==> src/rtl/exec_pkg.sv <==
// Shared definitions for the execute stage: datapath defaults, opcode
// encoding and the multiply FSM state type.
package exec_pkg;

    localparam int DEFAULT_DATA_W    = 8;
    localparam int DEFAULT_NREG_BITS = 3;

    localparam logic [2:0] OP_NOP = 3'd0;
    localparam logic [2:0] OP_LDI = 3'd1;
    localparam logic [2:0] OP_ADD = 3'd2;
    localparam logic [2:0] OP_SUB = 3'd3;
    localparam logic [2:0] OP_AND = 3'd4;
    localparam logic [2:0] OP_XOR = 3'd5;
    localparam logic [2:0] OP_MUL = 3'd6;
    localparam logic [2:0] OP_OUT = 3'd7;

    typedef enum logic {
        ST_IDLE = 1'b0,
        ST_MUL  = 1'b1
    } state_t;

endpackage

==> src/rtl/seq_mul.sv <==
// Iterative shift-add multiplier: one partial product per cycle, W cycles
// per multiply, low W bits of the unsigned product.
module seq_mul
    import exec_pkg::*;
#(
    parameter int W = DEFAULT_DATA_W
) (
    input  logic         clk,
    input  logic         rst,
    input  logic         start,
    input  logic [W-1:0] a,
    input  logic [W-1:0] b,
    output logic         busy,
    output logic         done,
    output logic [W-1:0] product
);

    localparam int CNT_W = (W > 1) ? $clog2(W) : 1;
    localparam logic [CNT_W-1:0] LAST = CNT_W'(W - 1);

    logic [W-1:0]     mcand;
    logic [W-1:0]     mplier;
    logic [W-1:0]     acc;
    logic [W-1:0]     acc_next;
    logic [CNT_W-1:0] cnt;

    // product is the value acc takes on the final edge, so the consumer can
    // write it on the same edge the multiplier goes idle.
    assign acc_next = acc + (mplier[0] ? mcand : '0);
    assign product  = acc_next;
    assign done     = busy && (cnt == LAST);

    // NOTE: non-blocking assignments so every register samples pre-edge values.
    always_ff @(posedge clk or posedge rst) begin
        if (rst) begin
            busy   <= 1'b0;
            mcand  <= '0;
            mplier <= '0;
            acc    <= '0;
            cnt    <= '0;
        end else if (start && !busy) begin
            busy   <= 1'b1;
            mcand  <= a;
            mplier <= b;
            acc    <= '0;
            cnt    <= '0;
        end else if (busy) begin
            mcand  <= mcand << 1;
            mplier <= mplier >> 1;
            acc    <= acc_next;
            cnt    <= cnt + 1'b1;
            if (cnt == LAST) begin
                busy <= 1'b0;
            end
        end
    end

endmodule

==> src/rtl/exec_stage.sv <==
// Execute stage: register file, single-cycle ALU, flags, output port and the
// valid/ready handshake that stalls upstream while a multiply is running.
module exec_stage
    import exec_pkg::*;
#(
    parameter int DATA_W    = DEFAULT_DATA_W,
    parameter int NREG_BITS = DEFAULT_NREG_BITS
) (
    input  logic                 clk,
    input  logic                 rst,
    input  logic                 op_valid,
    output logic                 op_ready,
    input  logic [2:0]           opcode,
    input  logic [NREG_BITS-1:0] src_a,
    input  logic [NREG_BITS-1:0] src_b,
    input  logic [NREG_BITS-1:0] dest,
    input  logic [DATA_W-1:0]    imm,
    output logic [DATA_W-1:0]    out_data,
    output logic                 out_valid,
    output logic                 zero_flag,
    output logic                 carry_flag
);

    localparam int NREG = 1 << NREG_BITS;

    state_t state, state_next;

    logic [DATA_W-1:0]    rf [NREG];
    logic [DATA_W-1:0]    rd_a, rd_b;
    logic                 accept;
    logic                 mul_start, mul_busy, mul_done;
    logic [DATA_W-1:0]    mul_product;
    logic [NREG_BITS-1:0] dest_q;

    logic [DATA_W-1:0]    alu_res;
    logic                 alu_carry;
    logic                 wr_en;
    logic                 flag_en;

    assign rd_a   = rf[src_a];
    assign rd_b   = rf[src_b];
    assign accept = op_valid && op_ready;

    always_ff @(posedge clk or posedge rst) begin
        if (rst) begin
            state <= ST_IDLE;
        end else begin
            state <= state_next;
        end
    end

    always_comb begin
        state_next = state;
        case (state)
            ST_IDLE: if (mul_start) state_next = ST_MUL;
            // !mul_busy keeps the FSM from ever waiting on a multiplier that is not running
            ST_MUL:  if (mul_done || !mul_busy) state_next = ST_IDLE;
            default: state_next = ST_IDLE;
        endcase
    end

    always_comb begin
        op_ready  = (state == ST_IDLE);
        mul_start = op_ready && op_valid && (opcode == OP_MUL);
    end

    seq_mul #(.W(DATA_W)) u_mul (
        .clk     (clk),
        .rst     (rst),
        .start   (mul_start),
        .a       (rd_a),
        .b       (rd_b),
        .busy    (mul_busy),
        .done    (mul_done),
        .product (mul_product)
    );

    // NOTE: every output gets a default first so no latch is inferred.
    always_comb begin
        alu_res   = '0;
        alu_carry = 1'b0;
        wr_en     = 1'b0;
        flag_en   = 1'b0;
        if (accept) begin
            case (opcode)
                OP_LDI: begin
                    alu_res = imm;
                    wr_en   = 1'b1;
                end
                OP_ADD: begin
                    {alu_carry, alu_res} = {1'b0, rd_a} + {1'b0, rd_b};
                    wr_en   = 1'b1;
                    flag_en = 1'b1;
                end
                OP_SUB: begin
                    // the extra top bit of the wrapped difference is the borrow
                    {alu_carry, alu_res} = {1'b0, rd_a} - {1'b0, rd_b};
                    wr_en   = 1'b1;
                    flag_en = 1'b1;
                end
                OP_AND: begin
                    alu_res = rd_a & rd_b;
                    wr_en   = 1'b1;
                    flag_en = 1'b1;
                end
                OP_XOR: begin
                    alu_res = rd_a ^ rd_b;
                    wr_en   = 1'b1;
                    flag_en = 1'b1;
                end
                default: ;
            endcase
        end
    end

    // NOTE: the register file is small flop storage and must read as zero
    // after reset, so it is cleared here rather than left as a RAM.
    always_ff @(posedge clk or posedge rst) begin
        if (rst) begin
            for (int i = 0; i < NREG; i++) begin
                rf[i] <= '0;
            end
        end else begin
            if (wr_en) begin
                rf[dest] <= alu_res;
            end
            if (mul_done) begin
                rf[dest_q] <= mul_product;
            end
        end
    end

    always_ff @(posedge clk or posedge rst) begin
        if (rst) begin
            dest_q     <= '0;
            zero_flag  <= 1'b0;
            carry_flag <= 1'b0;
            out_data   <= '0;
            out_valid  <= 1'b0;
        end else begin
            if (mul_start) begin
                dest_q <= dest;
            end
            if (flag_en) begin
                zero_flag  <= (alu_res == '0);
                carry_flag <= alu_carry;
            end else if (mul_done) begin
                zero_flag  <= (mul_product == '0);
                carry_flag <= 1'b0;
            end
            out_valid <= accept && (opcode == OP_OUT);
            if (accept && (opcode == OP_OUT)) begin
                out_data <= rd_a;
            end
        end
    end

endmodule

==> config.mk <==
export PLATFORM = sky130hd
export DESIGN_NAME = exec_stage
export DESIGN_NICKNAME = d
export VERILOG_FILES = /design/src/rtl/exec_pkg.sv /design/src/rtl/seq_mul.sv /design/src/rtl/exec_stage.sv
export SDC_FILE = /design/constraint.sdc
export NUM_CORES = 1
export LEC_CHECK = 0
export BUFFER_PORTS_ARGS = -buffer_cell sky130_fd_sc_hd__buf_2
export CAP_MARGIN = 20
export CORE_AREA = 3 3 139 242
export CTS_CLUSTER_DIAMETER = 200
export DETAILED_ROUTE_END_ITERATION = 8
export DIE_AREA = 0 0 142 245
export PLACE_DENSITY_LB_ADDON = 0.15
export SYNTH_ARGS = -nofsm -noshare
export SYNTH_HDL_FRONTEND = slang
export SYNTH_HIERARCHICAL = 1
export SYNTH_SLANG_ARGS = --single-unit
export TNS_END_PERCENT = 50
==> constraint.sdc <==
create_clock -name clk -period 3.2 [get_ports clk]
set_input_delay 0.8 -clock clk [delete_from_list [all_inputs] [get_ports clk]]
set_output_delay 0.8 -clock clk [all_outputs]
set_load 0.01 [all_outputs]
==> results of run 1 <==
[worst max-delay path, delay by kind of cell]
| kind | cells | cell delay (ns) |
|---|---|---|
| buffers and inverters | 3 | 0.40 |
| XOR/XNOR | 1 | 0.14 |
| adder cells (fa/ha/maj) | 1 | 0.22 |
| AO/OA/AOI/OAI | 4 | 0.93 |
| multiplexers | 2 | 0.80 |
| AND/OR/NAND/NOR | 2 | 0.49 |
[logic make-up after synthesis]
| kind of cell | Yosys count | synth area share, % |
|---|---|---|
| AND/OR/NAND/NOR | 255 | 17.0 |
| adder cells (fa/ha/maj) | 30 | 5.21 |
| XOR/XNOR | 7 | 0.803 |
| buffers and inverters | 86 | 5.20 |
| flip-flops | 107 | 35.1 |
| AO/OA/AOI/OAI | 215 | 18.8 |
| multiplexers | 94 | 17.9 |
[layout make-up]
type,instances,share of cell area [%]
well taps,396,4.96
clock buffers,11,2.53
clock inverters,4,0.802
inverters,29,1.15
flip-flops and latches,107,26.8
repair buffers,181,14.3
multi-input cells,601,49.5
[flip-flops by register name (all words and copies together) (netlist names)]
register and count:
u_mul/mcand 8, carry_flag 1, out_data 8, u_mul/acc 8, rf 64, state 1, out_valid 1, u_mul/cnt 3
u_mul/mplier 8, zero_flag 1, u_mul/busy 1, dest_q 3
[what timing repair did]
action	in CTS	in global routing
endpoints found under the setup margin	58	57
pin swaps	23	28
buffers inserted	7	2
hold buffers	0	0
resized for setup	39	29
cloned	0	1
[synthesized netlist by cell type, types with 6 or more instances]
master / instances
o211ai_1: 18
mux2_2: 19
mux4_2: 32
a21oi_1: 41
mux2i_1: 43
a22o_1: 7
buf_1: 8
a31oi_1: 28
buf_2: 13
clkbuf_1: 25
o21ai_1: 13
nor3_1: 6
dfrtp_1: 107
o21a_1: 9
and2_1: 8
nand2b_1: 9
nand2_1: 108
o21ai_0: 45
nand3_1: 6
nor2_1: 55
nand4b_1: 8
inv_1: 25
ha_1: 27
xnor2_1: 7
nor2b_1: 14
[per-layer routing]
| metal | up-vias | routed length (um) |
|---|---|---|
| li1 | 3161 | - |
| met1 | 3351 | 10700 |
| met2 | 92 | 17300 |
| met3 | 35 | 489 |
| met4 | 0 | 893 |
| met5 | - | 0 |
[stage by stage]
stage / power (mW) / hold WS [ns] / setup WS [ns]
2_1_floorplan: 4.78 / 0.449 / -0.559
3_3_place_gp: 6.51 / 0.466 / -1.09
3_5_place_dp: 6.52 / 0.471 / -1.13
4_1_cts: 8.12 / 0.377 / -0.232
5_1_grt: 8.84 / 0.393 / -0.341
6_report: 8.30 / 0.382 / -0.262
[power by group]
part	internal, mW	switching [mW]
Clock	0.735	0.590
Combinational	2.31	2.36
Sequential	1.87	0.429
Total	4.92	3.38
[worst max-delay path by stage]
stage          startpoint               endpoint  slack [ns]  cells after the start
5_1_grt          src_a[0]        rf[6]$_DFF_PP0_       -0.34                     13
2_1_floorplan    src_b[0]  zero_flag$_DFFE_PP0P_       -0.56                     13
3_3_place_gp     src_a[0]  zero_flag$_DFFE_PP0P_       -1.09                     13
4_1_cts          src_a[0]        rf[6]$_DFF_PP0_       -0.23                     13
3_5_place_dp     src_a[0]  zero_flag$_DFFE_PP0P_       -1.13                     13
6_report         src_a[0]  zero_flag$_DFFE_PP0P_       -0.26                     13
==> flow_summary_export.csv, run 1 <==
group,metric,value,unit
worst_setup_path,worst_path_largest_cell_delay,0.49,ns
place,gp_congestion,0.863,
synthesis,ys.flop_type,"dfrtp_1",
timing,finalCritPeriodShare,108,%
worst_setup_path,reg2reg_depth,12,
floorplan,start_util,24.0,%
clock_network,clockBufferDepth,2,
detailed_routing,final_antenna_net_count,0,
floorplan,die_y,245,um
synthesis,synth_area_leaders,"dfrtp_1, mux4_2, mux2i_1, nand2_1, ha_1",
grt,met2_usage,35.0,%
timing,skew,0.0150,ns
layout,finalNonFillerCells,1329,
detailed_routing,drc,0,
status,violations,"negative setup slack",
timing,drv_slew,0,
synthesis,netlist_instances,794,
layout,final_common_cell,"buf_4",
clock_network,cts_buffers,9,
worst_setup_path,worstPathArrival,3.78,ns
synthesis,synth_top_area_share,35.1,%
layout,fin_util,31.5,%
clock_network,root_buffer,"clkbuf_16",
layout,n_fill_cell,3247,
timing,tns,-6.23,ns
grt,antenna_found_initial,0,
synthesis,syn_area_per_cell,9.61,um^2
grt,grt_pass1_vias,6933,
layout,drive_gt1_share,35.5,%
floorplan,rows,86,
layout,multi_input_area,4940,um^2
grt,grt_overflow,0,
layout,mostFrequentLayoutCells,"buf_4, dfrtp_1, nand2_1",
synthesis,synth_edf_count,0,
timing,slew_headroom,54.9,%
worst_setup_path,reg2reg_to,"zero_flag$_DFFE_PP0P_",
place,dp_hpwl,23200,um
place,place_area,9280,um^2
floorplan,die_area,34800,um^2
worst_setup_path,worstPathRequired,3.52,ns
layout,seqCellArea,2680,um^2
hold_path,hold_path.class,"in -> async",
pwr,ir_worst_vdd,280,uV
detailed_routing,vias_per_cell,5.00,
worst_setup_path,critPathCaptureType,"flip-flop",
status,status,"finished, violations left",
detailed_routing,vias,6639,
synthesis,syn_area,7630,um^2
clock_network,clk_pin_slew,0.08,ns
timing,hold_viol_final,0,
detailed_routing,wl_per_cell,22.1,um
worst_setup_path,crit_fanout,8,
synthesis,yosys_warnings,6,
worst_setup_path,cpMostUsedCell,"buf_12",
timing,finalCriticalPeriod,3.46,ns
timing,rsz0062_at_grt,"yes",
synthesis,ys_async_sr_fraction,100,%
grt,busiest_layer,"met2",
floorplan,ioPinCount,35,
detailed_routing,first_pass_iters,4,
pwr,p_leak,4.35,nW
detailed_routing,drt-initial-drc-count,367,
clock_network,cts_num_sinks,107,
grt,track_usage,17.2,%
timing,finalSetupViolations,41,
grt,grt_max_degree,44,
worst_setup_path,rr_startpoint,"rf[8]$_DFF_PP0_",
pwr,power_density,831,nW/um^2
timing,layout_setup_ws,-0.262,ns
layout,area_growth,30.8,%
floorplan,die_w,142,um
worst_setup_path,rrSetupSlack,-0.10,ns
synthesis,ys_seq_area_share,35.1,%
synthesis,syn_nets,847,
place,portBuffers,34,
detailed_routing,wl,29300,um
clock_network,cts_tree,"done",
job,cap_viol_max_count,0,
grt,use_met1,17.4,%
clock_network,insertion_delay,0.38,ns
place,post-place-cells,1304,
worst_setup_path,crit_chain,"buf_12 -> buf_12 -> mux4_2 -> mux2_4 -> buf_4 -> ha_4 -> nor2b_4 -> o21a_1 -> o211ai_1 -> xnor2_2 -> o31a_1 -> nor4_4 -> a31o_1",
synthesis,yosysTopAreaCell,"dfrtp_1",
grt,grtUsageMet3,2.09,%
layout,fin_area,9980,um^2
worst_setup_path,cpMaxStageDelayCell,"mux4_2",
grt,grt_pass1_wl,44300,um
timing,tightest_slew,0.677,ns
timing,fmaxAchievable,289,MHz
layout,fin_nets,982,
synthesis,yosys_register_bits,107,
worst_setup_path,start_kind,"input port",
floorplan,core-area,31700,um^2
synthesis,synth.distinct_cells,79,
worst_setup_path,critPathKind,"in -> reg",
layout,antenna_cells,0,
clock_network,htreeDepth,3,
(Power assumes the default switching activity.)
==> inputs of run 2 (changes only) <==
Clock period 3.2 ns to 3.05 ns, I/O delays scaled along.
==> run 2 against run 1 <==
Net effect: the run still ends with negative setup slack left; sequential share of layout area is 0.15 points higher; clock power is 3% higher; first-iteration DRC count is 32% higher; sequential power is 6% higher; worst hold slack worse by 0.070 ns; critical path depth is 1 lower; cell area is 0.55% lower; critical endpoint is now rf[14]$_DFF_PP0_; final cell count is 0.15% lower; non-clock buffer count is 5 lower; worst setup slack worse by 0.11 ns; via count hardly changed.
==> flow_summary_export.csv, run 2 (synthesis results as in run 1) <==
group,metric,value,unit
worst_setup_path,cpMostUsedCell,"a31oi_1",
floorplan,die_area,34800,um^2
layout,area_growth,30.1,%
layout,mostFrequentLayoutCells,"buf_4, dfrtp_1, nand2_1",
timing,finalCritPeriodShare,112,%
detailed_routing,drc,0,
status,status,"finished, violations left",
layout,antenna_cells,0,
clock_network,cts_num_sinks,107,
detailed_routing,vias,6638,
floorplan,die_w,142,um
clock_network,htreeDepth,3,
pwr,ir_worst_vdd,304,uV
timing,hold_viol_final,0,
detailed_routing,final_antenna_net_count,0,
worst_setup_path,crit_fanout,5,
floorplan,start_util,24.0,%
grt,grt_overflow,0,
worst_setup_path,critPathKind,"in -> reg",
clock_network,clockBufferDepth,2,
worst_setup_path,start_kind,"input port",
clock_network,ctsHoldBuffers,0,
layout,fin_area,9930,um^2
worst_setup_path,cp_num_buf_inv,1,
timing,drv_slew,0,
layout,largest-register,"rf",
pwr,p_total,8.65,mW
detailed_routing,wl_per_cell,21.8,um
layout,seqCellArea,2680,um^2
layout,fin_util,31.3,%
layout,n_fill_cell,3241,
pwr,p_leak,4.32,nW
detailed_routing,first_pass_iters,7,
timing,rsz0062_at_grt,"yes",
job,cap_viol_max_count,0,
worst_setup_path,crit_chain,"buf_12 -> mux4_2 -> mux2_4 -> ha_4 -> fa_2 -> or3b_4 -> a31oi_1 -> o21ba_2 -> or3_4 -> a21oi_4 -> o211ai_1 -> a31oi_1",
worst_setup_path,crit_family,"compound AO/OA/AOI/OAI gates",
worst_setup_path,cpMaxStageDelayCell,"mux4_2",
grt,antenna_found_initial,0,
layout,largest_register_ffs,64,
timing,layout_setup_ws,-0.373,ns
timing,fmaxAchievable,292,MHz
status,violations,"negative setup slack",
grt,track_usage,16.8,%
floorplan,core-area,31700,um^2
hold_path,hold_path.class,"in -> async",
floorplan,rows,86,
detailed_routing,drt-initial-drc-count,484,
timing,slew_headroom,38.0,%
layout,multi_input_area,4880,um^2
grt,grt_pass1_vias,6821,
worst_setup_path,rrSetupSlack,-0.27,ns
floorplan,ioPinCount,35,
clock_network,cts_tree,"done",
detailed_routing,wl,28900,um
timing,finalSetupViolations,54,
clock_network,root_buffer,"clkbuf_16",
pwr,power_density,872,nW/um^2
floorplan,die_y,245,um
place,gp_congestion,0.857,
worst_setup_path,worstPathRequired,3.34,ns
layout,final_common_cell,"buf_4",
place,dp_hpwl,22900,um
timing,finalCriticalPeriod,3.42,ns
clock_network,insertion_delay,0.38,ns
timing,tns,-11.07,ns
layout,drive_gt1_share,34.6,%
timing,skew,0.0136,ns
place,portBuffers,34,
timing,tightest_slew,0.926,ns
grt,grt_max_degree,44,
worst_setup_path,worstPathArrival,3.72,ns
detailed_routing,vias_per_cell,5.00,
clock_network,cts_buffers,9,
worst_setup_path,critPathCaptureType,"flip-flop",
clock_network,clk_pin_slew,0.09,ns
place,dpl_worst_slack,-0.894,ns
place,place_area,9210,um^2
grt,grt_pass1_wl,43400,um
worst_setup_path,worst_path_largest_cell_delay,0.49,ns
layout,fin_nets,979,
[run 2: where the power goes]
part | internal [mW] | switching, mW | total, mW
combinational | 2.44 | 2.43 | 4.87
sequential | 1.96 | 0.465 | 2.43
clock | 0.734 | 0.622 | 1.36
total | 5.13 | 3.52 | 8.65
[run 2: path summary, 6_finish.rpt]
kind / from / to / depth (start not counted)
max: src_a[0] / rf[14]$_DFF_PP0_ / 12
min: rst / rf[60]$_DFF_PP0_ / 2
max reg2reg: rf[32]$_DFF_PP0_ / rf[14]$_DFF_PP0_ / 11
min reg2reg: out_data[0]$_DFFE_PP0P_ / out_data[0]$_DFFE_PP0P_ / 2
max in group asynchronous: rst / rf[62]$_DFF_PP0_ / 3
min in group clk: out_data[0]$_DFFE_PP0P_ / out_data[0]$_DFFE_PP0P_ / 2
[run 2: per-stage QoR]
| stage | instances | hold WS, ns |
|---|---|---|
| after floorplan | 794 | 0.449 |
| after global placement | 1293 | 0.464 |
| after detailed placement | 1293 | 0.468 |
| after CTS | 1318 | 0.299 |
| after global routing | 1327 | 0.319 |
| final | 1327 | 0.312 |
[run 2: layout make-up]
class                      count  area share [%]
clock buffer                  10            2.31
clock inverter                 6           0.970
inverter                      29            1.16
multi-input combinational    603            49.2
sequential                   107            27.0
tap                          396            4.99
timing repair buffer         176            14.4
[run 2: worst reg2reg max path: cells and delay by family, from the launching register on]
kind	cells	cell delay, ns
AO/OA/AOI/OAI	5	0.87
adder cells (fa/ha/maj)	2	0.53
flip-flops	1	0.41
multiplexers	2	0.79
AND/OR/NAND/NOR	2	0.63
[run 2: timing repair]
action,4_1_cts,5_1_grt
cloned,2,2
pin swaps,33,46
resized for setup,31,30
endpoints found under the setup margin,58,65
setup buffers,7,8
[run 2: metal layers]
metal	global-route usage [%]	wire length [um]	part of all wire, %
met2	34.2	17400	60
met5	0	0	0
met1	16.9	10200	35
met3	1.72	458	1.6
met4	6.02	852	2.9
==> inputs of run 3 (changes only) <==
Settings changed: RECOVER_POWER set to 50.
==> run 3 against run 2 <==
Net effect: the run ends with max-capacitance violations, max-slew violations, negative setup slack left; worst hold slack gained 0.11 ns; global-route usage is the same; clock skew is essentially flat; register-to-register slack is essentially flat; critical path type unchanged; highest routed layer unchanged.
==> flow_summary_export.csv, run 3 (synthesis results as in run 1) <==
group,metric,value,unit
status,status,"finished, violations left",
status,violations,"max-capacitance violations, max-slew violations, negative setup slack",
timing,fmaxAchievable,292,MHz
detailed_routing,wl,28900,um
floorplan,die_area,34800,um^2
worst_setup_path,critPathKind,"in -> reg",
pwr,p_total,8.65,mW
timing,slew_headroom,-17.5,%
timing,layout_setup_ws,-0.373,ns
detailed_routing,drc,0,
worst_setup_path,crit_fanout,5,
clock_network,insertion_delay,0.38,ns
clock_network,htreeDepth,3,
timing,hold_viol_final,0,
clock_network,clockBufferDepth,2,
timing,finalCritPeriodShare,112,%
pwr,p_leak,4.31,nW
grt,track_usage,16.8,%
detailed_routing,wl_per_cell,21.8,um
worst_setup_path,worstPathRequired,3.34,ns
clock_network,cts_num_sinks,107,
detailed_routing,drt-initial-drc-count,484,
grt,grt_max_degree,44,
detailed_routing,final_antenna_net_count,0,
clock_network,ctsHoldBuffers,0,
job,cap_viol_max_count,2,
layout,area_growth,29.9,%
timing,finalSetupViolations,54,
timing,rsz0062_at_grt,"yes",
layout,largest-register,"rf",
place,gp_congestion,0.857,
layout,largest_register_ffs,64,
floorplan,ioPinCount,35,
detailed_routing,first_pass_iters,5,
layout,mostFrequentLayoutCells,"buf_4, dfrtp_1, nand2_1",
floorplan,core-area,31700,um^2
layout,drive_gt1_share,34.3,%
layout,fin_util,31.2,%
clock_network,clk_pin_slew,0.09,ns
floorplan,die_w,142,um
detailed_routing,vias_per_cell,5.01,
layout,final_common_cell,"buf_4",
worst_setup_path,critPathCaptureType,"flip-flop",
timing,finalCriticalPeriod,3.42,ns
timing,whs,0.417,ns
floorplan,start_util,24.0,%
grt,grt_overflow,0,
worst_setup_path,worstPathArrival,3.72,ns
clock_network,cts_buffers,9,
layout,antenna_cells,0,
timing,drv_slew,67,
pwr,ir_worst_vdd,304,uV
clock_network,cts_tree,"done",
floorplan,rows,86,
detailed_routing,vias,6648,
place,dp_hpwl,22900,um
place,portBuffers,34,
timing,skew,0.0135,ns
layout,fin_nets,979,
timing,tightest_slew,1.76,ns
grt,grt_pass1_wl,43400,um
hold_path,hold_path.class,"in -> async",
clock_network,root_buffer,"clkbuf_16",
grt,grt_pass1_vias,6821,
pwr,power_density,872,nW/um^2
grt,antenna_found_initial,0,
floorplan,die_y,245,um
worst_setup_path,start_kind,"input port",
-- run 3: cell count changes in the layout (fill, tap and decap cells not counted) --
cell / previous run / this run
clkbuf_2: 0 / 1
dlymetal6s4s_1: 0 / 1
clkbuf_1: 1 / 3
buf_12: 10 / 9
buf_4: 120 / 118
clkinv_2: 2 / 1
clkinvlp_2: 0 / 1
buf_2: 33 / 32
-- run 3: per-stage QoR --
stage / instances / cell area, um^2 / setup TNS, ns / setup slack [ns]
floorplan: 794 / 7840 / -18.39 / -0.672
detailed placement: 1293 / 9210 / -46.76 / -0.894
global placement: 1293 / 9210 / -45.30 / -0.869
CTS: 1318 / 9740 / -11.19 / -0.405
global route: 1327 / 9910 / -17.53 / -0.454
finish: 1327 / 9910 / -11.06 / -0.373
-- run 3: path summary, 6_finish.rpt --
kind	start	endpoint	slack, ns	cells after the start
worst max-delay path	src_a[0]	rf[14]$_DFF_PP0_	-0.37	12
worst min-delay path	rst	rf[60]$_DFF_PP0_	0.42	2
worst max register to register	rf[32]$_DFF_PP0_	rf[14]$_DFF_PP0_	-0.27	11
worst min register to register	out_data[0]$_DFFE_PP0P_	out_data[0]$_DFFE_PP0P_	0.48	2
max in group asynchronous	rst	rf[3]$_DFF_PP0_	0.49	3
min in group clk	out_data[0]$_DFFE_PP0P_	out_data[0]$_DFFE_PP0P_	0.48	2
-- run 3: routing by layer --
layer / GRT usage (%) / share of wire [%] / vias to the layer above
met2: 34.2 / 60 / 94
met5: 0 / 0 / -
met3: 1.72 / 1.6 / 39
met4: 6.02 / 3.2 / 0
li1: - / - / 3160
met1: 16.9 / 35 / 3355
-- run 3: where the power goes --
part	switching [mW]	internal (mW)
Clock	0.622	0.734
Combinational	2.43	2.43
Sequential	0.465	1.96
Total	3.52	5.13
-- run 3: final cells by class --
type / count / area (um^2)
clock buffer: 10 / 229
sequential: 107 / 2680
inverter: 29 / 115
multi-input combinational: 603 / 4880
timing repair buffer: 176 / 1420
tap: 396 / 495
clock inverter: 6 / 96.3
fill: 3245 / 21800
-- run 3: repair_timing --
item / 4_1_cts / 5_1_grt
pin swaps: 33 / 46
gates resized for setup: 31 / 30
buffers inserted: 7 / 8
endpoints found under the setup margin: 58 / 65
gates cloned: 2 / 2
-- run 3: worst max-delay path, cell delays in order --
cell      delay [ns]
buf_12          0.10
mux4_2          0.49
mux2_4          0.32
ha_4            0.19
fa_2            0.34
or3b_4          0.25
a31oi_1         0.07
o21ba_2         0.24
or3_4           0.38
a21oi_4         0.23
o211ai_1        0.14
a31oi_1         0.19
